===== src/rtl/ssds_pkg.sv =====
// Shared types and constants for the seven-segment scan controller.
package ssds_pkg;

    localparam int unsigned SEGMENT_COUNT = 7;
    localparam int unsigned NIBBLE_W      = 4;

    typedef logic [3:0] ssds_nibble_t;
    typedef logic [6:0] ssds_segments_t;

    // Segment bit positions inside ssds_segments_t
    localparam int unsigned SEG_A = 0;
    localparam int unsigned SEG_B = 1;
    localparam int unsigned SEG_C = 2;
    localparam int unsigned SEG_D = 3;
    localparam int unsigned SEG_E = 4;
    localparam int unsigned SEG_F = 5;
    localparam int unsigned SEG_G = 6;

endpackage : ssds_pkg


===== src/rtl/ssds_digit_mapper.sv =====
// Hex nibble to active-high seven-segment pattern (bit0=a .. bit6=g).
// Ports:
//   nibble_i   - hex digit 0..F
//   segments_c - combinational segment pattern, 1 = segment lit
module ssds_digit_mapper
    import ssds_pkg::*;
(
    input  ssds_nibble_t   nibble_i,
    output ssds_segments_t segments_c
);

    // Patterns listed as {g,f,e,d,c,b,a}; letters b and d are lowercase shapes
    always_comb begin
        segments_c = '0;
        case (nibble_i)
            4'h0: segments_c = 7'b0111111;
            4'h1: segments_c = 7'b0000110;
            4'h2: segments_c = 7'b1011011;
            4'h3: segments_c = 7'b1001111;
            4'h4: segments_c = 7'b1100110;
            4'h5: segments_c = 7'b1101101;
            4'h6: segments_c = 7'b1111101;
            4'h7: segments_c = 7'b0000111;
            4'h8: segments_c = 7'b1111111;
            4'h9: segments_c = 7'b1101111;
            4'hA: segments_c = 7'b1110111;
            4'hB: segments_c = 7'b1111100;
            4'hC: segments_c = 7'b0111001;
            4'hD: segments_c = 7'b1011110;
            4'hE: segments_c = 7'b1111001;
            4'hF: segments_c = 7'b1110001;
        endcase
    end

endmodule : ssds_digit_mapper


===== src/rtl/ssds_scan_timer.sv =====
// Prescaler and slot counter for the digit scan.
// Ports:
//   clk, rst_n     - clock, asynchronous active-low reset
//   enable_i       - 0 holds prescaler and slot at 0
//   slot_o         - current digit slot (registered)
//   blank_c        - current cycle lies in the inter-digit blank window
//   frame_start_c  - current cycle is a frame boundary (slot wrap, or first
//                    enabled cycle after reset/disable)
module ssds_scan_timer
    import ssds_pkg::*;
#(
    parameter  int unsigned DIGITS       = 4,
    parameter  int unsigned SCAN_DIVIDER = 50000,
    parameter  int unsigned BLANK_CYCLES = 500,
    localparam int unsigned SLOT_W       = (DIGITS > 1) ? $clog2(DIGITS) : 1
) (
    input  logic              clk,
    input  logic              rst_n,
    input  logic              enable_i,
    output logic [SLOT_W-1:0] slot_o,
    output logic              blank_c,
    output logic              frame_start_c
);

    localparam int unsigned        PRE_W     = $clog2(SCAN_DIVIDER);
    localparam logic [PRE_W-1:0]   PRE_LAST  = PRE_W'(SCAN_DIVIDER - 1);
    localparam logic [SLOT_W-1:0]  SLOT_LAST = SLOT_W'(DIGITS - 1);

    logic [PRE_W-1:0]  pre_q,  pre_d;
    logic [SLOT_W-1:0] slot_q, slot_d;
    logic              en_q;
    logic              tc;
    logic              slot_last;

    assign tc        = (pre_q == PRE_LAST);
    assign slot_last = (slot_q == SLOT_LAST);

    // Increment-and-wrap counters, forced to 0 while disabled
    always_comb begin
        pre_d  = pre_q;
        slot_d = slot_q;
        if (!enable_i) begin
            pre_d  = '0;
            slot_d = '0;
        end else if (tc) begin
            pre_d  = '0;
            slot_d = slot_last ? '0 : slot_q + SLOT_W'(1);
        end else begin
            pre_d  = pre_q + PRE_W'(1);
        end
    end

    always_ff @(posedge clk or negedge rst_n) begin
        if (!rst_n) begin
            pre_q  <= '0;
            slot_q <= '0;
            en_q   <= 1'b0;
        end else begin
            pre_q  <= pre_d;
            slot_q <= slot_d;
            en_q   <= enable_i;
        end
    end

    // Restarting the scan counts as a boundary so a pending value lands in slot 0
    assign frame_start_c = enable_i && (!en_q || (tc && slot_last));
    assign slot_o        = slot_q;

    generate
        if (BLANK_CYCLES == 0) begin : g_no_blank
            assign blank_c = 1'b0;
        end else begin : g_blank
            assign blank_c = (pre_q < PRE_W'(BLANK_CYCLES));
        end
    endgenerate

endmodule : ssds_scan_timer


===== src/rtl/ssds_scan_controller.sv =====
// Time-multiplexed seven-segment display driver with frame-synchronous
// value updates, inter-digit blanking and leading-zero suppression.
// Ports:
//   clk, rst_n   - clock, asynchronous active-low reset
//   value        - 4 bits per digit, digit 0 (rightmost) in the low nibble
//   dots         - decimal point per digit
//   load         - one-cycle strobe capturing value/dots
//   enable       - 0 blanks the display and parks the scan at slot 0
//   lz_suppress  - 1 blanks leading zero digits
//   segments     - a..g (bit0..bit6), registered, polarity per ACTIVE_LOW
//   dot          - decimal point, registered, polarity per ACTIVE_LOW
//   selects      - one-hot digit enable, registered, polarity per ACTIVE_LOW
module ssds_scan_controller
    import ssds_pkg::*;
#(
    parameter int unsigned DIGITS       = 4,
    parameter int unsigned SCAN_DIVIDER = 50000,
    parameter int unsigned BLANK_CYCLES = 500,
    parameter bit          ACTIVE_LOW   = 1'b1
) (
    input  logic                   clk,
    input  logic                   rst_n,
    input  logic [4*DIGITS-1:0]    value,
    input  logic [DIGITS-1:0]      dots,
    input  logic                   load,
    input  logic                   enable,
    input  logic                   lz_suppress,
    output ssds_segments_t         segments,
    output logic                   dot,
    output logic [DIGITS-1:0]      selects
);

    localparam int unsigned VAL_W  = NIBBLE_W * DIGITS;
    localparam int unsigned SLOT_W = (DIGITS > 1) ? $clog2(DIGITS) : 1;

    logic [SLOT_W-1:0] slot;
    logic              blank;
    logic              frame_start;

    ssds_scan_timer #(
        .DIGITS       (DIGITS),
        .SCAN_DIVIDER (SCAN_DIVIDER),
        .BLANK_CYCLES (BLANK_CYCLES)
    ) u_timer (
        .clk           (clk),
        .rst_n         (rst_n),
        .enable_i      (enable),
        .slot_o        (slot),
        .blank_c       (blank),
        .frame_start_c (frame_start)
    );

    logic [VAL_W-1:0]  disp_val_q,  disp_val_d;
    logic [DIGITS-1:0] disp_dots_q, disp_dots_d;
    logic [VAL_W-1:0]  pend_val_q,  pend_val_d;
    logic [DIGITS-1:0] pend_dots_q, pend_dots_d;
    logic              pend_valid_q, pend_valid_d;

    // Double-buffered value: display register only changes on a frame boundary
    always_comb begin
        disp_val_d   = disp_val_q;
        disp_dots_d  = disp_dots_q;
        pend_val_d   = pend_val_q;
        pend_dots_d  = pend_dots_q;
        pend_valid_d = pend_valid_q;
        if (load) begin
            pend_val_d  = value;
            pend_dots_d = dots;
        end
        if (frame_start) begin
            // A load coinciding with the boundary bypasses the pending stage
            if (load) begin
                disp_val_d  = value;
                disp_dots_d = dots;
            end else if (pend_valid_q) begin
                disp_val_d  = pend_val_q;
                disp_dots_d = pend_dots_q;
            end
            pend_valid_d = 1'b0;
        end else if (load) begin
            pend_valid_d = 1'b1;
        end
    end

    always_ff @(posedge clk or negedge rst_n) begin
        if (!rst_n) begin
            disp_val_q   <= '0;
            disp_dots_q  <= '0;
            pend_val_q   <= '0;
            pend_dots_q  <= '0;
            pend_valid_q <= 1'b0;
        end else begin
            disp_val_q   <= disp_val_d;
            disp_dots_q  <= disp_dots_d;
            pend_val_q   <= pend_val_d;
            pend_dots_q  <= pend_dots_d;
            pend_valid_q <= pend_valid_d;
        end
    end

    logic [DIGITS-1:0] suppress_c;
    logic              zero_run;

    // Walk down from the most significant digit while nibbles stay zero;
    // a dot keeps its own digit visible but does not stop the run below it
    always_comb begin
        suppress_c = '0;
        zero_run   = lz_suppress;
        for (int i = int'(DIGITS) - 1; i >= 1; i--) begin
            zero_run      = zero_run && (disp_val_q[NIBBLE_W*i +: NIBBLE_W] == 4'h0);
            suppress_c[i] = zero_run && !disp_dots_q[i];
        end
    end

    ssds_nibble_t      cur_nibble;
    logic              cur_dot;
    logic              cur_supp;
    logic [DIGITS-1:0] cur_sel;
    ssds_segments_t    mapped_segs;

    // Current-slot digit mux
    always_comb begin
        cur_nibble = '0;
        cur_dot    = 1'b0;
        cur_supp   = 1'b0;
        cur_sel    = '0;
        for (int i = 0; i < int'(DIGITS); i++) begin
            if (slot == SLOT_W'(i)) begin
                cur_nibble = disp_val_q[NIBBLE_W*i +: NIBBLE_W];
                cur_dot    = disp_dots_q[i];
                cur_supp   = suppress_c[i];
                cur_sel[i] = 1'b1;
            end
        end
    end

    ssds_digit_mapper u_mapper (
        .nibble_i   (cur_nibble),
        .segments_c (mapped_segs)
    );

    ssds_segments_t    segments_q, segments_d;
    logic              dot_q,      dot_d;
    logic [DIGITS-1:0] selects_q,  selects_d;

    // Output stage: active-high decode, then pin polarity
    always_comb begin
        segments_d = '0;
        dot_d      = 1'b0;
        selects_d  = '0;
        if (enable && !blank && !cur_supp) begin
            segments_d = mapped_segs;
            dot_d      = cur_dot;
            selects_d  = cur_sel;
        end
        if (ACTIVE_LOW) begin
            segments_d = ~segments_d;
            dot_d      = ~dot_d;
            selects_d  = ~selects_d;
        end
    end

    always_ff @(posedge clk or negedge rst_n) begin
        if (!rst_n) begin
            segments_q <= {SEGMENT_COUNT{ACTIVE_LOW}};
            dot_q      <= ACTIVE_LOW;
            selects_q  <= {DIGITS{ACTIVE_LOW}};
        end else begin
            segments_q <= segments_d;
            dot_q      <= dot_d;
            selects_q  <= selects_d;
        end
    end

    assign segments = segments_q;
    assign dot      = dot_q;
    assign selects  = selects_q;

endmodule : ssds_scan_controller


===== config.mk =====
export PLATFORM = sky130hd
export DESIGN_NAME = ssds_scan_controller
export DESIGN_NICKNAME = d
export VERILOG_FILES = /design/src/rtl/ssds_pkg.sv /design/src/rtl/ssds_digit_mapper.sv /design/src/rtl/ssds_scan_timer.sv /design/src/rtl/ssds_scan_controller.sv
export SDC_FILE = /design/constraint.sdc
export NUM_CORES = 1
export LEC_CHECK = 0
export ABC_AREA = 1
export BUFFER_PORTS_ARGS = -buffer_cell sky130_fd_sc_hd__buf_2
export CAP_MARGIN = 20
export CORE_ASPECT_RATIO = 1.1
export CORE_MARGIN = 2
export CORE_UTILIZATION = 53
export DETAILED_ROUTE_END_ITERATION = 6
export PLACE_DENSITY_LB_ADDON = 0.08
export RECOVER_POWER = 50
export SLEW_MARGIN = 40
export SYNTH_ARGS = -nofsm -noshare
export SYNTH_HDL_FRONTEND = slang
export SYNTH_SLANG_ARGS = --single-unit

===== constraint.sdc =====
create_clock -name clk -period 1.8 [get_ports clk]
set_clock_uncertainty 0.05 [all_clocks]
set_input_delay 0 -clock clk [delete_from_list [all_inputs] [get_ports clk]]
set_output_delay 0 -clock clk [all_outputs]
set_load 0.02 [all_outputs]

==> impl_metrics.tcl, run 1 <==
set metrics [dict create \
    switching_share_pct 31.6 \
    worstSkewPairLatency_ns 0.34 \
    fin_crit_sh_pct 103 \
    drv_cap 0 \
    regArea_mm2 0.00182 \
    finalNetCount 571 \
    p_sw_mw 1.36 \
    worstSetupPathType "flop to flop" \
    synth.cell_area_mm2 0.00351 \
    seq_power_share_pct 42.7 \
    grt_pass1_vias 3023 \
    p_per_area_mw_per_mm2 919 \
    fillers 506 \
    crit_slowest_cell "dfrtp_2" \
    synth_top_family_by_area "simple AND/OR/NAND/NOR gates" \
    fp.dieH_um 89.3 \
    antenna_found_initial 0 \
    synthCells 442 \
    status "complete, but fails checks" \
    via_per_inst 5.09 \
    wl_met1_um 3680 \
    die-area_mm2 0.00729 \
    synth.top_cell.area_share_pct 42.8 \
    cts_tree "built" \
    synth-xor-area-share_pct 0.250 \
    syn_nets 478 \
    slew-limit-headroom_pct 18.1 \
    dieWidth_um 81.6 \
    drive_gt1_share_pct 26.7 \
    dr_wl_met3_um 269 \
    setup_violations 4 \
    finalHoldViolCount 0 \
    cts_buffers 9 \
    ys_top_cells_by_area "dfrtp_1 43%, nand2_1 18%, dfstp_2 9.0%" \
    start_util_pct 53.9 \
    place_congestion 0.919 \
    cts.clk_slew.worst_paths_ns 0.07 \
    netlist-cell-type-count 26 \
    worstMarginPinSlew_ns 1.23 \
    clockRootBuffer "clkbuf_8" \
    ir_drop_v 0.000547 \
    highest_layer "met4" \
    first_pass_iters 4 \
    num_io_pins 37 \
    io_buffers 36 \
    drt_iter0_drc 124 \
    violations "negative setup slack" \
    cp-start-kind "flop" \
    synth-simple-area-share_pct 31.9 \
    synthAdderAreaFrac_pct 3.92 \
    grt_usage_pct 24.3 \
    row_count 31 \
    grt_pass1_wl_um 13600 \
    dr_total_vias 3165 \
    finalMaxSlewViolations 0 \
    dp_hpwl_um 5440 \
    rr_worst_depth 12 \
    cts.path.max_buffers 2 \
    stdcell_area_mm2 0.00471 \
    htreeDepth 3 \
    crit_chain "buf_6 -> ha_4 -> inv_4 -> nand3_2 -> o21ai_2 -> nor2_4 -> buf_6 -> ha_4 -> nand2_2 -> nor2_2 -> a21oi_2 -> nand2_1" \
    p_int_mw 2.96 \
    cp-endpoint "segments[5]" \
    synth.mux.area_fraction_pct 0 \
    end_kind "flop" \
    rsz0062_at_grt "yes" \
    fin_crit_ns 1.85 \
    layout_setup_ws_ns -0.0515 \
    yosysWarningCount 0 \
    cts.sinks 72 \
    synth_compound_gate_area_share_pct 5.24 \
    ys_ff_latch 72 \
    multiInputGateArea_mm2 0.00168 \
    mostFrequentLayoutCells "155 x nand2_1, 58 x dfrtp_1, 34 x buf_2" \
    combPwrFrac_pct 28.1 \
    area_growth_pct 34.1 \
    clkPwrFrac_pct 29.2 \
    final.setup.tns_ns -0.171 \
    max_stage_delay_ns 0.45 \
    r2r_setup_slack_ns -0.05 \
    grt_start_max_net_pins 33 \
    r2r_end "segments[5]" \
    synth.yosys.seq_area_share_pct 51.8 \
    path_max_fanout 6 \
    hold_path.class "input port to flop" \
    grt-ovfl-total 0 \
    setup.worst_path.start "u_timer.slot_o[0]" \
    detail_route.wl_per_cell_um 13.4 \
    yosysTopAreaCell "dfrtp_1" \
    max_freq_mhz 540 \
    final_core_util_pct 72.2 \
    placed_cell_area_mm2 0.00394 \
    core_area_mm2 0.00652 \
    p_leak_nw 2.29 \
    avgSynthCellArea_um2 7.94 \
    ant_nets 0 \
    r2r_start "u_timer.slot_o[0]" \
    cp.arrival_ns 2.06 \
    final_common_cell "nand2_1" \
    wl_met2_um 4230 \
    cp.required_ns 2.01 \
    routed_wl_um 8320 \
    insertedDiodeCount 0 \
    drc_errors 0 \
]
## kinds of logic (layout without fill, tap and decap cells)
family          count (synthesis)  in the layout
compound gates                 35             36
xor+xnor                        1              1
fa+ha+maj                      11             11
buf+inv                        58            155
flops                          72             72
simple gates                  265            265
## flip-flops by register name, indices dropped and copies added (netlist names)
signal          cells
u_timer.en_q        1
selects             4
segments            7
pend_valid_q        1
pend_dots_q         4
u_timer.slot_o      2
disp_dots_q         4
pend_val_q         16
disp_val_q         16
dot                 1
u_timer.pre_q      16
## synthesized netlist by cell type
cell,n
o21ai_0,16
buf_1,2
clkbuf_1,7
buf_2,5
nor2_1,32
dfstp_2,12
buf_4,1
or2_2,1
nand3b_1,2
o21bai_1,1
nand4_1,24
xnor2_1,1
nor3_1,3
a22oi_1,1
buf_6,2
a21oi_2,1
or2_1,1
dfrtp_1,60
nand2_2,1
inv_1,40
nand3_1,34
a21oi_1,16
nor3b_1,1
ha_1,11
nand2_1,166
inv_2,1
## how the worst min path moves through the flow
stage | start | to | slack, ns | depth (start not counted)
finish | load | pend_valid_q | 0.15 | 3
global route | load | pend_valid_q | 0.19 | 3
CTS | load | pend_valid_q | 0.02 | 3
detailed placement | rst_n | u_timer.pre_q[9] | -0.04 | 1
global placement | rst_n | u_timer.pre_q[9] | -0.04 | 1
floorplan | rst_n | disp_dots_q[0] | -0.35 | 0
## worst max-delay path, delay by kind of cell (launching register included)
kind                     cells  cell delay (ns)
AO/OA/AOI/OAI                2             0.27
adder cells (fa/ha/maj)      2             0.34
buffers and inverters        3             0.33
flip-flops                   1             0.45
AND/OR/NAND/NOR              5             0.33
## power groups by stage
| stage | Sequential, mW | Combinational, mW | Clock (mW) |
|---|---|---|---|
| floorplan | 1.84 | 0.595 | 0 |
| global placement | 1.87 | 0.858 | 0 |
| detailed placement | 1.87 | 0.874 | 0 |
| CTS | 1.84 | 1.05 | 1.28 |
| global route | 1.87 | 1.36 | 1.37 |
| finish | 1.85 | 1.21 | 1.26 |
## layer usage
metal | up-vias | global-route usage (%)
li1 | 1608 | -
met1 | 1479 | 30.0
met2 | 66 | 42.5
met3 | 12 | 3.74
met4 | 0 | 10.0
met5 | - | 0
## per-stage QoR
stage	power, mW	instances	hold WS (ns)	setup slack (ns)
finish	4.32	622	0.147	-0.0515
global route	4.59	622	0.193	-0.181
CTS	4.18	618	0.0227	-0.0250
detailed placement	2.74	567	-0.0355	-0.129
global placement	2.72	567	-0.0410	-0.0462
floorplan	2.43	442	-0.346	0.0135
## cell type report
cell class                      instances  area share [%]
Inverter                               41            3.64
Tap cell                               82            2.18
Timing Repair Buffer                   98            15.6
Sequential cell                        72            38.7
Clock inverter                          5            1.20
Clock buffer                           11            3.00
Multi-Input combinational cell        313            35.7
## repair_timing
action | CTS | global route
setup buffers | 5 | 3
gates resized for setup | 22 | 34
hold buffers | 30 | 0
gates cloned | 0 | 1
endpoints found under the hold margin | 54 | 0
endpoints found under the setup margin | 8 | 16
pin swaps | 4 | 14
Power figures use the tool's default switching activity.
==> run 2, diff against run 1 <==
CORE_UTILIZATION = 50   (was 53)
==> run 2 against run 1 <==
Effect of this change: sequential cell count stayed put; first-iteration DRC count is 4.0% higher; cell count is 0.48% higher; highest routed layer unchanged; maximum frequency hardly changed; sequential share of layout area is 0.29 points higher; sequential power hardly changed; critical path depth is 1 higher; the run still ends with negative setup slack left; hold slack better by 0.020 ns; via count is 1.9% lower; critical endpoint is now segments[0].
==> impl_metrics.tcl, run 2 (same netlist as run 1, synthesis figures left out) <==
set metrics [dict create \
    switching_share_pct 31.7 \
    num_io_pins 37 \
    detail_route.wl_per_cell_um 13.0 \
    core_area_mm2 0.00693 \
    clkPwrFrac_pct 28.7 \
    drive_gt1_share_pct 28.7 \
    seq_power_share_pct 43.3 \
    finalMaxSlewViolations 0 \
    rr_worst_depth 13 \
    ant_nets 0 \
    reg_top3 "disp_val_q x16, pend_val_q x16, u_timer.pre_q x16" \
    cp-endpoint "segments[0]" \
    antenna_found_initial 0 \
    r2r_start "u_timer.slot_o[0]" \
    fillers 590 \
    r2r_setup_slack_ns -0.05 \
    fp.dieH_um 91.9 \
    grt_usage_pct 23.2 \
    dieWidth_um 83.9 \
    path_max_fanout 6 \
    regArea_mm2 0.00182 \
    crit_chain "inv_4 -> ha_4 -> inv_4 -> nand2_2 -> inv_1 -> nand3_2 -> nand2_4 -> buf_4 -> ha_2 -> nand2_1 -> o21ai_1 -> nand2_1 -> nand3_1" \
    cts.path.max_buffers 2 \
    end_kind "flop" \
    htreeDepth 3 \
    routed_wl_um 8110 \
    cts_tree "built" \
    p_int_mw 2.92 \
    placed_cell_area_mm2 0.00398 \
    dp_hpwl_um 5480 \
    mostFrequentLayoutCells "153 x nand2_1, 58 x dfrtp_1, 35 x buf_2, 35 x buf_4, 31 x inv_1" \
    hold_path.class "input port to asynchronous set/reset pin" \
    first_pass_iters 4 \
    max_stage_delay_ns 0.46 \
    fin_crit_ns 1.85 \
    io_buffers 36 \
    grt_start_max_net_pins 29 \
    dr_total_vias 3104 \
    status "complete, but fails checks" \
    fin_crit_sh_pct 103 \
    cp-start-kind "flop" \
    finalNetCount 572 \
    multiInputGateArea_mm2 0.00164 \
    crit_slowest_cell "dfrtp_2" \
    drt_iter0_drc 129 \
    grt_pass1_vias 3107 \
    ir_drop_v 0.000503 \
    row_count 32 \
    finalHoldViolCount 0 \
    worstSetupPathType "flop to flop" \
    drc_errors 0 \
    final_common_cell "nand2_1" \
    layout_setup_ws_ns -0.0517 \
    combPwrFrac_pct 28.0 \
    grt_pass1_wl_um 14100 \
    p_leak_nw 2.31 \
    drv_cap 0 \
    cp.arrival_ns 2.06 \
    setup.worst_path.start "u_timer.slot_o[0]" \
    cts_buffers 9 \
    die-area_mm2 0.00771 \
    slew-limit-headroom_pct 55.9 \
    place_congestion 0.899 \
    r2r_end "segments[0]" \
    whs_ns 0.167 \
    cts.clk_slew.worst_paths_ns 0.08 \
    cts.sinks 72 \
    insertedDiodeCount 0 \
    setup_violations 9 \
    start_util_pct 50.7 \
    cp.required_ns 2.01 \
    via_per_inst 4.97 \
    area_growth_pct 33.1 \
    stdcell_area_mm2 0.00467 \
    worstSkewPairLatency_ns 0.34 \
    max_freq_mhz 540 \
    p_sw_mw 1.36 \
    worstMarginPinSlew_ns 0.661 \
    rsz0062_at_grt "yes" \
    violations "negative setup slack" \
    p_per_area_mw_per_mm2 916 \
    grt-ovfl-total 0 \
    clockRootBuffer "clkbuf_8" \
]
-- run 2: cell count changes in the layout (fill, tap and decap cells not counted), moves of 2 or more --
cell / delta
a21oi_4: -2
nand2_1: -2
clkbuf_1: -2
ha_2: +2
buf_6: -2
buf_4: +8
nand2_4: -2
clkbuf_2: +3
nand2_2: +4
dlygate4sd3_1: -7
-- run 2: metal layers --
metal | routed length [um] | track usage (%)
met3 | 316 | 3.78
met5 | 0 | 0
met4 | 161 | 11.2
met1 | 3630 | 29.0
met2 | 4000 | 39.1
-- run 2: worst min path at each step --
stage / start / end / slack (ns)
global placement: rst_n / u_timer.pre_q[6] / 0.02
detailed placement: rst_n / u_timer.pre_q[6] / 0.01
CTS: rst_n / u_timer.pre_q[6] / 0.19
global route: rst_n / u_timer.pre_q[6] / 0.22
floorplan: rst_n / disp_dots_q[0] / -0.35
finish: rst_n / u_timer.pre_q[6] / 0.17
-- run 2: critical path, delay by kind of cell, from the launching register on --
kind,cells,cell delay [ns]
flops,1,0.46
simple gates,6,0.46
buf+inv,4,0.38
fa+ha+maj,2,0.38
compound gates,1,0.06
-- run 2: area by class of cell --
type	count	area share, %
Inverter	41	3.62
Clock inverter	5	1.26
Clock buffer	10	2.73
Multi-Input combinational cell	312	35.1
Timing Repair Buffer	100	16.1
Sequential cell	72	38.9
Tap cell	85	2.28
-- run 2: power by group through the flow --
| stage | sequential (mW) | combinational, mW | clock (mW) |
|---|---|---|---|
| 3_3_place_gp | 1.87 | 0.898 | 0 |
| 4_1_cts | 1.85 | 1.10 | 1.26 |
| 6_report | 1.85 | 1.20 | 1.23 |
| 5_1_grt | 1.87 | 1.36 | 1.34 |
| 2_1_floorplan | 1.84 | 0.595 | 0 |
| 3_5_place_dp | 1.87 | 0.902 | 0 |
-- run 2: metrics by stage --
stage	setup TNS (ns)	power [mW]	std cells	util, %	setup slack [ns]
floorplan	0	2.43	442	-	0.0135
global placement	-0.138	2.77	573	57.5	-0.0538
detailed placement	-0.408	2.77	573	57.5	-0.102
CTS	-0.122	4.20	619	65.8	-0.0312
global route	-1.52	4.57	625	67.4	-0.161
finish	-0.246	4.28	625	67.4	-0.0517
-- run 2: timing repair --
item                                   in CTS  in global routing
cloned                                      0                  1
setup endpoints to repair                   7                 28
setup buffers                               8                  5
hold buffers                               23                  0
endpoints found under the hold margin      54                  0
resized for setup                          25                 24
pin swaps                                   6                  5
